<file path="src/rtl/btb_gshare_predictor_if.sv">
// rtl/btb_gshare_predictor_if.sv - lookup, resolve and flush signals of the BTB/gshare branch predictor
interface btb_gshare_predictor_if #(
  parameter int GHR_W = 6
) ();
  logic [31:0]      rd_addr0_i;
  logic             rd_hit0_o;
  logic             rd_taken0_o;
  logic [31:0]      rd_target0_o;
  logic [31:0]      rd_addr1_i;
  logic             rd_hit1_o;
  logic             rd_taken1_o;
  logic [31:0]      rd_target1_o;
  logic [GHR_W-1:0] ghr_o;
  logic             upd_valid_i;
  logic             upd_taken_i;
  logic [31:0]      upd_addr_i;
  logic [31:0]      upd_target_i;
  logic [GHR_W-1:0] upd_ghr_i;
  logic             flush_i;

  modport master (
    output rd_addr0_i, rd_addr1_i, upd_valid_i, upd_taken_i, upd_addr_i,
           upd_target_i, upd_ghr_i, flush_i,
    input  rd_hit0_o, rd_taken0_o, rd_target0_o, rd_hit1_o, rd_taken1_o,
           rd_target1_o, ghr_o
  );

  modport slave (
    input  rd_addr0_i, rd_addr1_i, upd_valid_i, upd_taken_i, upd_addr_i,
           upd_target_i, upd_ghr_i, flush_i,
    output rd_hit0_o, rd_taken0_o, rd_target0_o, rd_hit1_o, rd_taken1_o,
           rd_target1_o, ghr_o
  );
endinterface

</file>
<file path="src/rtl/btb_gshare_predictor.sv">
// rtl/btb_gshare_predictor.sv - direct-mapped BTB plus 2-bit PHT, two lookup ports, one update port
// Optional global-history (gshare) indexing enabled by defining BP_GSHARE_EN.
module btb_gshare_predictor #(
  parameter int IDX_W     = 2,
  parameter int TAG_W     = 8,
  parameter int PHT_IDX_W = 6,
  parameter int GHR_W     = 6
) (
  input logic                  clk,
  input logic                  rst_n,
  btb_gshare_predictor_if.slave bp
);
  localparam int BTB_N = 1 << IDX_W;
  localparam int PHT_N = 1 << PHT_IDX_W;

  logic                 btb_valid [BTB_N];
  logic [TAG_W-1:0]     btb_tag   [BTB_N];
  logic [31:0]          btb_tgt   [BTB_N];
  logic [1:0]           pht       [PHT_N];

  logic [PHT_IDX_W-1:0] rd_hist;
  logic [PHT_IDX_W-1:0] upd_hist;
  logic                 upd_en;

  assign upd_en = bp.upd_valid_i && !bp.flush_i;

`ifdef BP_GSHARE_EN
  logic [GHR_W-1:0] ghr;

  always_ff @(posedge clk or negedge rst_n) begin
    if (!rst_n) begin
      ghr <= '0;
    end else if (bp.flush_i) begin
      ghr <= '0;
    end else if (bp.upd_valid_i) begin
      ghr <= {ghr[GHR_W-2:0], bp.upd_taken_i};
    end
  end

  assign rd_hist  = PHT_IDX_W'(ghr);
  assign upd_hist = PHT_IDX_W'(bp.upd_ghr_i);
  assign bp.ghr_o = ghr;
`else
  wire unused_upd_ghr = ^bp.upd_ghr_i;

  assign rd_hist  = '0;
  assign upd_hist = '0;
  assign bp.ghr_o = '0;
`endif

  logic [IDX_W-1:0]     rd_idx0, rd_idx1, upd_idx;
  logic [PHT_IDX_W-1:0] rd_pi0, rd_pi1, upd_pi;
  logic [1:0]           pht_next;

  always_comb begin
    rd_idx0 = bp.rd_addr0_i[IDX_W:1];
    rd_idx1 = bp.rd_addr1_i[IDX_W:1];
    upd_idx = bp.upd_addr_i[IDX_W:1];
    rd_pi0  = bp.rd_addr0_i[PHT_IDX_W:1] ^ rd_hist;
    rd_pi1  = bp.rd_addr1_i[PHT_IDX_W:1] ^ rd_hist;
    upd_pi  = bp.upd_addr_i[PHT_IDX_W:1] ^ upd_hist;
  end

  // Reads come straight from registered state: an update is only visible after its edge.
  assign bp.rd_hit0_o    = btb_valid[rd_idx0] &&
                           (btb_tag[rd_idx0] == bp.rd_addr0_i[IDX_W+TAG_W:IDX_W+1]);
  assign bp.rd_taken0_o  = bp.rd_hit0_o && pht[rd_pi0][1];
  assign bp.rd_target0_o = btb_tgt[rd_idx0];
  assign bp.rd_hit1_o    = btb_valid[rd_idx1] &&
                           (btb_tag[rd_idx1] == bp.rd_addr1_i[IDX_W+TAG_W:IDX_W+1]);
  assign bp.rd_taken1_o  = bp.rd_hit1_o && pht[rd_pi1][1];
  assign bp.rd_target1_o = btb_tgt[rd_idx1];

  always_comb begin
    pht_next = pht[upd_pi];
    if (bp.upd_taken_i && (pht[upd_pi] != 2'b11)) begin
      pht_next = pht[upd_pi] + 2'd1;
    end else if (!bp.upd_taken_i && (pht[upd_pi] != 2'b00)) begin
      pht_next = pht[upd_pi] - 2'd1;
    end
  end

  // Flush clears valid bits only; PHT counters and targets survive it.
  always_ff @(posedge clk or negedge rst_n) begin
    if (!rst_n) begin
      for (int i = 0; i < BTB_N; i++) begin
        btb_valid[i] <= 1'b0;
        btb_tag[i]   <= '0;
        btb_tgt[i]   <= '0;
      end
      for (int j = 0; j < PHT_N; j++) begin
        pht[j] <= 2'b01;
      end
    end else if (bp.flush_i) begin
      for (int i = 0; i < BTB_N; i++) begin
        btb_valid[i] <= 1'b0;
      end
    end else if (upd_en) begin
      pht[upd_pi] <= pht_next;
      if (bp.upd_taken_i) begin
        btb_valid[upd_idx] <= 1'b1;
        btb_tag[upd_idx]   <= bp.upd_addr_i[IDX_W+TAG_W:IDX_W+1];
        btb_tgt[upd_idx]   <= {bp.upd_target_i[31:1], 1'b0};
      end
    end
  end

  wire unused_addr_bits = ^{bp.rd_addr0_i, bp.rd_addr1_i, bp.upd_addr_i, bp.upd_target_i[0]};

endmodule
</file>
<file path="src/flat_wrapper.sv">
// flat-port wrapper written by rule: the top's interface ports become plain ports
module btb_gshare_predictor_flat 
#(
  parameter int IDX_W     = 2,
  parameter int TAG_W     = 8,
  parameter int PHT_IDX_W = 6,
  parameter int GHR_W     = 6
)
  (clk, rst_n, bp_rd_addr0_i, bp_rd_addr1_i, bp_upd_valid_i, bp_upd_taken_i, bp_upd_addr_i, bp_upd_target_i, bp_upd_ghr_i, bp_flush_i, bp_rd_hit0_o, bp_rd_taken0_o, bp_rd_target0_o, bp_rd_hit1_o, bp_rd_taken1_o, bp_rd_target1_o, bp_ghr_o);
  btb_gshare_predictor_if #(.GHR_W(GHR_W)) bp_i ();
  input logic clk;
  input logic rst_n;
  input wire logic [$bits(bp_i.rd_addr0_i)-1:0] bp_rd_addr0_i;
  input wire logic [$bits(bp_i.rd_addr1_i)-1:0] bp_rd_addr1_i;
  input wire logic [$bits(bp_i.upd_valid_i)-1:0] bp_upd_valid_i;
  input wire logic [$bits(bp_i.upd_taken_i)-1:0] bp_upd_taken_i;
  input wire logic [$bits(bp_i.upd_addr_i)-1:0] bp_upd_addr_i;
  input wire logic [$bits(bp_i.upd_target_i)-1:0] bp_upd_target_i;
  input wire logic [$bits(bp_i.upd_ghr_i)-1:0] bp_upd_ghr_i;
  input wire logic [$bits(bp_i.flush_i)-1:0] bp_flush_i;
  output wire logic [$bits(bp_i.rd_hit0_o)-1:0] bp_rd_hit0_o;
  output wire logic [$bits(bp_i.rd_taken0_o)-1:0] bp_rd_taken0_o;
  output wire logic [$bits(bp_i.rd_target0_o)-1:0] bp_rd_target0_o;
  output wire logic [$bits(bp_i.rd_hit1_o)-1:0] bp_rd_hit1_o;
  output wire logic [$bits(bp_i.rd_taken1_o)-1:0] bp_rd_taken1_o;
  output wire logic [$bits(bp_i.rd_target1_o)-1:0] bp_rd_target1_o;
  output wire logic [$bits(bp_i.ghr_o)-1:0] bp_ghr_o;
  assign bp_i.rd_addr0_i = bp_rd_addr0_i;
  assign bp_i.rd_addr1_i = bp_rd_addr1_i;
  assign bp_i.upd_valid_i = bp_upd_valid_i;
  assign bp_i.upd_taken_i = bp_upd_taken_i;
  assign bp_i.upd_addr_i = bp_upd_addr_i;
  assign bp_i.upd_target_i = bp_upd_target_i;
  assign bp_i.upd_ghr_i = bp_upd_ghr_i;
  assign bp_i.flush_i = bp_flush_i;
  assign bp_rd_hit0_o = bp_i.rd_hit0_o;
  assign bp_rd_taken0_o = bp_i.rd_taken0_o;
  assign bp_rd_target0_o = bp_i.rd_target0_o;
  assign bp_rd_hit1_o = bp_i.rd_hit1_o;
  assign bp_rd_taken1_o = bp_i.rd_taken1_o;
  assign bp_rd_target1_o = bp_i.rd_target1_o;
  assign bp_ghr_o = bp_i.ghr_o;
  btb_gshare_predictor #(.IDX_W(IDX_W), .TAG_W(TAG_W), .PHT_IDX_W(PHT_IDX_W), .GHR_W(GHR_W)) u_core (.clk(clk), .rst_n(rst_n), .bp(bp_i));
endmodule
</file>
<file path="config.mk">
export PLATFORM = sky130hd
export DESIGN_NAME = btb_gshare_predictor_flat
export DESIGN_NICKNAME = d
export VERILOG_FILES = /design/src/rtl/btb_gshare_predictor_if.sv /design/src/rtl/btb_gshare_predictor.sv /design/src/flat_wrapper.sv
export SDC_FILE = /design/constraint.sdc
export NUM_CORES = 1
export LEC_CHECK = 0
export ABC_AREA = 1
export CORE_UTILIZATION = 40
export CTS_CLUSTER_SIZE = 16
export DETAILED_ROUTE_END_ITERATION = 10
export SYNTH_ARGS = -nofsm -noshare
export SYNTH_HDL_FRONTEND = slang
export SYNTH_SLANG_ARGS = --single-unit
export TNS_END_PERCENT = 50
</file>
<file path="constraint.sdc">
create_clock -name clk -period 3.2 [get_ports clk]
set_input_delay 0.32 -clock clk [delete_from_list [all_inputs] [get_ports clk]]
set_output_delay 0.32 -clock clk [all_outputs]
set_load 0.005 [all_outputs]
</file>
==> results.md, run 1 <==
- Status: complete, no violations
- Drt total wl: 58400 um
- TritonCTS clock tree: done
- Clock transition at path regs: 50 ps
- Non-filler cells, final: 3020
- Yosys top cell by area: dfrtp_1
- Yosys top cell area share: 34.0%
- Max_slew headroom: 42.2%
- Dominant cells by area after synthesis: dfrtp_1, nand2_1, o21ai_0
- Initial core utilization: 41.0%
- Initial DRC count: 1754
- Critical path type: primary input to output port
- Top delay family on crit path: buffers and inverters
- RSZ-0062 raised after global routing: no
- Util after Layout: 49.8%
- Reg2reg start: u_core.pht[24]
- Register area share after synthesis: 44.2%
- Worst skew pair latency: 560 ps
- Most used cell, CP: nand3_1
- Vias: 16.8k
- Period utilization: 92.6%
- PwrDens: 570 nW/um^2
- Min Tclk post-route: 2960 ps
- CP Data Required Time: 2880 ps
- Hold WS: 389 ps
- Post-route ant nets: 0
- Synthesis-stage register bit count: 288
- Die height: 205 um
- Mean post-synth cell area: 6.96 um^2
- Yosys cell types: 32
- Layout Nets: 2609
- Global-route wire length before repair: 91900 um
- Initial antenna violation count: 0
- Warnings from Yosys: 0
- Share of cells above drive strength 1: 9.38%
- Fill cell count: 3904
- Via-per-instance ratio: 5.55
- TritonRoute pass-1 iters: 6
- Final Wtd Congestion: 0.943
- Hold Vio Cnt, Final: 0
- Leakage: 9.04 nW
- Worst min path class: primary input to flop
- Clock Path Buffers: 3
- EDFF count, synth: 0
- Setup TNS: 0 ps
- Syn Inst Count: 2365
- Die span in x: 205 um
- Max incr delay on CP: 520 ps
- Remaining Overflow, GRT: 0
- Critical Path End Type: output port
- Async SR Flop Fraction: 100%
- Pre-CTS setup slack: -174 ps
- Total CTS buffers: 36
- Top FF cell, synth: dfrtp_1
- Crit path launch: bp_rd_addr0_i[1]
- Pin count of the biggest net entering global routing: 117
- CP startpoint kind: primary input
- Maxcap violations: 0
- Setup-failing EPs final: 0
- Post-cts resize count: 0
- Root Driver: clkbuf_16
- Die ar.: 42000 um^2
- Row cnt: 73
- H-tree levels: 2
- Worst-Margin Slew: 867 ps
- CTS Sinks: 288
- Hold Crit Start: bp_upd_target_i[13]
- Fin. max-slew vios: 0
- Peak VDD IR: 0.000389 V
- Synth-to-Final Area Change: 21.5%
- Vias in the first global route: 15.9k
- Clk_skew: 26.8 ps
- Port-buffer cells: 131
- DRC Markers: 0
- Top-Level Pins: 213
- Crit Path Max Fanout: 31
- Hpwl dp: 37200 um
- Arr. time, crit path: 2640 ps
- Synthesized area: 16500 um^2
- Critical path buffers and inverters: 4
- Critical-path top delay cell: clkdlybuf4s50_1
- Setup ws final: 238 ps
- GRT Overall Usage: 28.2%
- Placed cell count: 2954
- # diodes: 0
- Fmax: 338 MHz
- Post-DR wirelength/cell: 19.3 um
- Crit path cell chain: buf_4 -> clkinv_2 -> buf_12 -> o21ai_0 -> nand3_1 -> nand3_1 -> nand3_1 -> nand2_1 -> o21ai_0 -> nor2_1 -> clkdlybuf4s50_1
- Core box area: 40200 um^2
## cell type report
| class | instances | area (um^2) | area share [%] |
|---|---|---|---|
| multi-input cells | 1713 | 7700 | 38.5 |
| flip-flops and latches | 288 | 7290 | 36.4 |
| repair buffers | 220 | 2310 | 11.5 |
| clock buffers | 51 | 1050 | 5.24 |
| inverters | 209 | 788 | 3.94 |
| well taps | 525 | 657 | 3.28 |
| clock inverters | 14 | 213 | 1.06 |
## Yosys cell counts (all sizes together), types with 5 or more instances
| cell | n |
|---|---|
| buf | 48 |
| inv | 208 |
| dfrtp | 224 |
| nand2 | 620 |
| a22oi | 5 |
| dfstp | 64 |
| a21oi | 93 |
| clkbuf | 114 |
| nand4 | 12 |
| o211ai | 11 |
| nand3 | 225 |
| o21ai | 366 |
| o22ai | 70 |
| nor2 | 266 |
| nor3 | 23 |
## layout by cell type, fill, tap and decap left out, types with 37 or more instances in the layout
cell / netlist / layout
clkbuf_16: 0 / 37
buf_4: 22 / 62
nor2_1: 264 / 264
inv_1: 206 / 203
dfrtp_1: 224 / 224
clkdlybuf4s50_1: 0 / 126
nand2_1: 616 / 611
o21ai_0: 365 / 365
o22ai_1: 70 / 70
a21oi_1: 93 / 93
dfstp_2: 64 / 64
nand3_1: 224 / 224
## metrics by stage
step	area [um^2]	power (mW)
after detailed placement	18700	7.03
after global routing	20000	11.9
final	20000	11.4
after global placement	18700	6.96
after CTS	20000	11.4
after floorplan	16500	5.96
## worst reg2reg max path, stage by stage (launching register included)
cell,delay [ps]
dfstp_2,360
inv_1,40
nor2_1,40
a21oi_1,160
nand4_1,200
nand3_1,140
nand2_1,60
nand2_1,100
nand2_2,80
nor2_4,120
inv_1,50
ha_1,180
nor2_1,210
nor2_1,100
o21bai_4,200
buf_12,180
nand3_1,140
nand2_1,60
## report_power, final
part	leakage [nW]	internal (mW)	switching (mW)	total [mW]
combinational	4.85	0.963	1.32	2.28
sequential	3.57	4.28	0.444	4.73
clock	0.619	2.70	1.69	4.38
total	9.04	7.94	3.45	11.4
## worst paths after layout
check | end | slack (ps) | depth (start not counted)
min | u_core.btb_tgt[13] | 390 | 3
max in group asynchronous | u_core.pht[116] | 1750 | 3
min reg2reg | u_core.pht[0] | 470 | 2
max | bp_rd_taken0_o | 240 | 11
min in group asynchronous | u_core.btb_tgt[16] | 440 | 2
max reg2reg | u_core.pht[20] | 710 | 17
## cells by family (layout without fill, tap and decap cells)
family,Yosys count,after routing,synth area share [%]
adder cells (fa/ha/maj),2,2,0.152
AND/OR/NAND/NOR,1147,1147,28.4
other,1,8,0.0228
AO/OA/AOI/OAI,548,548,17.5
buffers and inverters,371,494,9.25
XOR/XNOR,8,8,0.425
flip-flops,288,288,44.2
## what timing repair did
item                      CTS  global route
setup buffers               0             0
hold buffers                1             0
hold endpoints to repair   91             0
## per-layer routing
layer  global-route usage [%]  wire length [um]  share of wire, %
met2                     43.1             26200                45
met3                     4.80              4970               8.5
met1                     39.8             25400                44
met4                     10.5              1840               3.2
met5                        0                 0                 0
## sequential cells by signal, indices dropped and copies added (netlist names)
name and cells:
u_core.btb_valid 4, u_core.pht 128, u_core.btb_tag 32, u_core.btb_tgt 124
No activity file was read; power rests on OpenSTA's default activity.
==> inputs of run 2 (changes only) <==
- CAP_MARGIN: default -> 20
- CTS_BUF_LIST: default -> sky130_fd_sc_hd__clkbuf_4
- PLACE_DENSITY: default -> 0.59
==> results.md, run 2 (same netlist as run 1, synthesis figures left out) <==
- TritonCTS clock tree: done
- Drt total wl: 58700 um (+0.48%)
- Fill cell count: 4030 (+3.2%)
- Vias in the first global route: 16.5k (+3.7%)
- Initial DRC count: 1606 (-8.4%)
- Clock Path Buffers: 3 (unchanged)
- Worst min path class: primary input to asynchronous set/reset pin
- Die height: 205 um (unchanged)
- Row cnt: 73 (unchanged)
- Min Tclk post-route: 3080 ps (+117 ps)
- GRT Overall Usage: 28.1% (-0.047 points)
- Initial core utilization: 41.0% (unchanged)
- Die span in x: 205 um (unchanged)
- Pin count of the biggest net entering global routing: 84 (-28%)
- Total power: 10.8 mW (-5.5%)
- Global-route wire length before repair: 92000 um (+0.18%)
- Status: complete, no violations
- Root Driver: clkbuf_4
- Top delay family on crit path: buffers and inverters
- Total CTS buffers: 83 (+130%)
- Clock transition at path regs: 70 ps (+20 ps)
- Port-buffer cells: 131 (unchanged)
- Multi-input logic area: 7710 um^2 (+0.11%)
- Reg area: 7290 um^2 (unchanged)
- Critical Path End Type: output port
- Remaining Overflow, GRT: 0 (unchanged)
- Max_slew headroom: 42.1% (-0.15 points)
- Clk_skew: 47.1 ps (+20.3 ps)
- Non-filler cells, final: 3094 (+2.5%)
- Core box area: 40200 um^2 (unchanged)
- Fin. max-slew vios: 0 (unchanged)
- Hold Vio Cnt, Final: 0 (unchanged)
- Post-DR wirelength/cell: 19.0 um (-1.9%)
- H-tree levels: 3 (+1)
- Fmax: 325 MHz (-3.8%)
- RSZ-0062 raised after global routing: yes
- Placed cell count: 2944 (-0.34%)
- Final Wtd Congestion: 0.939 (-0.50%)
- Top reg by flops: u_core.pht
- Initial antenna violation count: 2 (+2)
- CTS Sinks: 288 (unchanged)
- Max incr delay on CP: 520 ps (about the same)
- Maxcap violations: 0 (unchanged)
- CP startpoint kind: primary input
- Crit path cell chain: buf_4 -> clkinv_2 -> buf_4 -> o21ai_0 -> nand3_1 -> nand3_1 -> nand3_1 -> nand2_1 -> o21ai_0 -> nor2_1 -> clkdlybuf4s50_1
- Hpwl dp: 37400 um (+0.65%)
- Critical-path top delay cell: clkdlybuf4s50_1
- Worst skew pair latency: 790 ps (+230 ps)
- TritonRoute pass-1 iters: 5 (-1)
- Leakage: 9.03 nW (-0.13%)
- Vias: 17.1k (+2.1%)
- Crit Path Max Fanout: 33 (+6.5%)
- Synth-to-Final Area Change: 19.9%
- Setup TNS: 0 ps (unchanged)
- Arr. time, crit path: 2760 ps (+120 ps)
- Peak VDD IR: 0.000239 V (-39%)
- Critical path type: primary input to output port
- Critical path buffers and inverters: 4 (unchanged)
- Post-route ant nets: 0 (unchanged)
- Most used cell, CP: nand3_1
- DRC Markers: 0 (unchanged)
- Period utilization: 96.2% (+3.7 points)
- Most frequent cells in the layout: nand2_1, o21ai_0, nor2_1
- Layout Nets: 2647 (+1.5%)
- Hold WS: 108 ps (-281 ps)
- Max FFs per register: 128 (unchanged)
- Setup-failing EPs final: 0 (unchanged)
- Largest regs: u_core.pht (128), u_core.btb_tgt (124), u_core.btb_tag (32)
- CP Data Required Time: 2880 ps (about the same)
- Share of cells above drive strength 1: 12.1% (+2.7 points)
- PwrDens: 545 nW/um^2 (-4.3%)
- Die ar.: 42000 um^2 (unchanged)
- Worst-Margin Slew: 869 ps (+2.25 ps)
- Top-Level Pins: 213 (unchanged)
- Commonest non-fill, non-tap cell in the layout: nand2_1
- Via-per-instance ratio: 5.53 (-0.32%)
[run 2: changes by cell type in the layout (fill, tap and decap cells not counted), sizes merged]
| cell | change |
|---|---|
| diode | +3 |
| clkbuf | +82 |
| clkdlybuf4s50 | -1 |
| clkinvlp | +1 |
| clkinv | +2 |
| inv | -3 |
| buf | -9 |
| bufinv | -2 |
| dlymetal6s2s | +1 |
[run 2: timing repair]
item	CTS	global route
setup buffers	0	1
hold endpoints to repair	72	0
endpoints found under the setup margin	0	2
gates resized for setup	0	4
hold buffers	1	0
[run 2: path summary, 6_finish.rpt]
check | start | endpoint | slack [ps] | cells past startpoint
max reg2reg | u_core.pht[20] | u_core.pht[62] | 670 | 17
max in group asynchronous | rst_n | u_core.btb_tgt[38] | 2130 | 3
min | rst_n | u_core.btb_tgt[20] | 110 | 2
min in group clk | bp_upd_target_i[12] | u_core.btb_tgt[12] | 160 | 3
max | bp_rd_addr0_i[1] | bp_rd_taken0_o | 120 | 11
min reg2reg | u_core.pht[24] | u_core.pht[24] | 470 | 2
[run 2: cell type report]
type	instances	share of cell area, %
multi-input combinational	1713	39.1
clock inverter	12	0.697
tap	525	3.33
inverter	209	3.99
clock buffer	133	5.06
antenna	3	0.0380
timing repair buffer	211	10.9
sequential	288	36.9
[run 2: power breakdown]
group / leakage (nW) / switching [mW] / internal [mW] / total, mW
sequential: 3.57 / 0.455 / 4.28 / 4.74
combinational: 4.79 / 1.30 / 0.942 / 2.24
clock: 0.670 / 1.68 / 2.11 / 3.78
total: 9.03 / 3.43 / 7.33 / 10.8
[run 2: layer usage]
| metal | global-route usage, % | up-vias | share of wire [%] |
|---|---|---|---|
| met3 | 6.11 | 160 | 8.8 |
| met1 | 37.8 | 8070 | 43 |
| met4 | 11.9 | 0 | 3.4 |
| met5 | 0 | - | 0 |
| met2 | 43.8 | 845 | 45 |
| li1 | - | 8036 | - |
[run 2: worst reg2reg max path, stage by stage (launching register included)]
cell	delay (ps)
dfstp_2	370
inv_1	50
nor2_1	50
a21oi_1	250
nand3_1	110
nand3_1	140
nand2_1	60
nand2_1	70
nand2_2	70
nor2_4	130
inv_1	50
ha_1	180
nor2_1	210
nor2_1	110
nand2_2	190
buf_12	200
nand3_1	110
nand2_1	80
[run 2: per-stage QoR]
| stage | area, um^2 | setup WS [ps] | util (%) |
|---|---|---|---|
| 2_1_floorplan | 16500 | 735 | - |
| 3_3_place_gp | 18600 | -218 | 46.2 |
| 3_5_place_dp | 18600 | -237 | 46.2 |
| 4_1_cts | 19700 | 37.4 | 49.1 |
| 5_1_grt | 19700 | -38.5 | 49.1 |
| 6_report | 19700 | 121 | 49.1 |
==> patch: new RTL, flow settings as in run 2 <==
`GHR_W` is set to 6 in 3 places; all go to 5.
--- a/src/rtl/btb_gshare_predictor_if.sv
+++ b/src/rtl/btb_gshare_predictor_if.sv
@@ -1,6 +1,6 @@
 // rtl/btb_gshare_predictor_if.sv - lookup, resolve and flush signals of the BTB/gshare branch predictor
 interface btb_gshare_predictor_if #(
-  parameter int GHR_W = 6
+  parameter int GHR_W = 5
 ) ();
   logic [31:0]      rd_addr0_i;
   logic             rd_hit0_o;
--- a/src/rtl/btb_gshare_predictor.sv
+++ b/src/rtl/btb_gshare_predictor.sv
@@ -4,7 +4,7 @@
   parameter int IDX_W     = 2,
   parameter int TAG_W     = 8,
   parameter int PHT_IDX_W = 6,
-  parameter int GHR_W     = 6
+  parameter int GHR_W     = 5
 ) (
   input logic                  clk,
   input logic                  rst_n,
--- a/src/flat_wrapper.sv
+++ b/src/flat_wrapper.sv
@@ -4,7 +4,7 @@
   parameter int IDX_W     = 2,
   parameter int TAG_W     = 8,
   parameter int PHT_IDX_W = 6,
-  parameter int GHR_W     = 6
+  parameter int GHR_W     = 5
 )
   (clk, rst_n, bp_rd_addr0_i, bp_rd_addr1_i, bp_upd_valid_i, bp_upd_taken_i, bp_upd_addr_i, bp_upd_target_i, bp_upd_ghr_i, bp_flush_i, bp_rd_hit0_o, bp_rd_taken0_o, bp_rd_target0_o, bp_rd_hit1_o, bp_rd_taken1_o, bp_rd_target1_o, bp_ghr_o);
   btb_gshare_predictor_if #(.GHR_W(GHR_W)) bp_i ();
Interface: changed (resized bp_ghr_o and bp_upd_ghr_i); port bits go from 213 to 211. The function was not compared with the original's and may differ.
==> patch against run 2 <==
  * Final area down 0.17%
  * Count of clock-buffer cells in the layout shrank 5
  * Sequential cell count is the same
  * Worst hold slack gained 0.015 ns
  * Via count increased by 0.11%
  * Power decreased by 1.6%
  * Worst setup slack improved by 0.023 ns
  * Non-clock buffer count up 1
  * Routed wire length is 0.28% higher
  * Synthesized area hardly changed
==> patch: results (changes against run 2) <==
- Initial DRT Pass Iterations: 6 (+1)
- Post-Place Worst Slack: -0.258 ns (-0.0212 ns)
- Fmax: 327 MHz (+0.75%)
- Met1 usage: 0.390 (+0.0120)
- Peak VDD IR: 0.000273 V (+14%)
- Aggregate global-route resource usage: 0.282 (+0.000893)
- Share of cells above drive strength 1: 0.120 (-0.000966)
- Global-route wire length before repair: 91,900 um (-0.15%)
- Worst Hold Margin: 0.123 ns (+0.0152 ns)
- Final net count: 2,645 (-0.076%)
- Routability congestion estimate: 0.932 (-0.67%)
- WL met1: 25,100 um (+0.34%)
- Dpl cells: 2,943 (-0.034%)
- Synth Area in Compound Gates: 0.175 (about the same)
- XOR/XNOR share of the synthesized area: 0.00426 (about the same)
- Worst EP arrival: 2.74 ns (-0.02 ns)
- Register area share after synthesis: 0.443 (about the same)
- Largest net degree at the start of global routing: 88 (+4.8%)
- CTS-repair resized insts: 2 (+2)
- Met2 Wirelength: 26,400 um (-0.49%)
- DR vias/cell: 5.53 (about the same)
- Outcome: finished, final reports clean
- Met3 usage: 0.0582 (-0.00286)
- CTS buffer count: 82 (-1.2%)
- Met3 wire len: 5420 um (+4.8%)
- Switching Share: 0.327 (+0.00832)
- Post-Synth Adder-Cell Area: 0.00152 (about the same)
- Post-CTS setup buffers: 1 (+1)
- DP Wirelength: 36,700 um (-1.8%)
- Worst-Skew Late Latency: 0.82 ns (+0.03 ns)
- Ranking of synthesized cells by area: dfrtp_1 (34%), nand2_1 (14%), o21ai_0 (11%)
- Layout fillers: 4,004 (-0.65%)
- Static leakage: 9.01 nW (-0.21%)
- Slew headroom: 0.346 (-0.0742)
- WL/cell: 19.0 um (+0.21%)
- DR iter-0 viols: 1,948 (+21%)
- Worst Skew: 0.0762 ns (+0.0291 ns)
-- patch: changes by cell type after synthesis --
cell   change
buf_4      -1
-- patch: through the flow --
| stage | power (mW) | instance area, sq um |
|---|---|---|
| floorplan | 5.96 | 16500 |
| global placement | 6.94 | 18600 |
| detailed placement | 7.00 | 18600 |
| CTS | 10.7 | 19700 |
| global route | 11.2 | 19700 |
| finish | 10.6 | 19700 |
-- patch: final cells by class --
type                    count  area (sq um)  share of cell area
diodes                      1          2.50            0.000127
clock buffers             128           961              0.0487
clock inverters            21           123             0.00622
inverters                 209           788              0.0400
multi-input cells        1712          7720               0.392
flip-flops and latches    288          7290               0.370
well taps                 525           657              0.0333
repair buffers            212          2170               0.110
-- patch: critical path, delay by kind of cell, from the launching register on --
family / cells / cell delay, ns
AOI/OAI and AO/OA: 3 / 0.57
DFF: 1 / 0.39
and+or+nand+nor: 4 / 0.40
buffers and inverters: 2 / 0.59
-- patch: path summary, 6_finish.rpt --
kind | startpoint | endpoint
max reg2reg | u_core.pht[72]$_DFFE_PN1P_ | u_core.pht[115]$_DFFE_PN0P_
min | rst_n | u_core.btb_tgt[116]$_DFFE_PN0P_
max | u_core.pht[61]$_DFFE_PN0P_ | bp_rd_taken1_o
min in group clk | bp_upd_target_i[9] | u_core.btb_tgt[9]$_DFFE_PN0P_
max in group asynchronous | rst_n | u_core.pht[118]$_DFFE_PN1P_
min reg2reg | u_core.pht[104]$_DFFE_PN1P_ | u_core.pht[104]$_DFFE_PN1P_
-- patch: power groups by stage --
stage	sequential, mW	clock (mW)	combinational [mW]
after detailed placement	4.76	0	2.25
after floorplan	4.64	0	1.32
after global placement	4.75	0	2.20
after global routing	4.80	3.87	2.53
after CTS	4.70	3.69	2.26
final	4.72	3.60	2.27
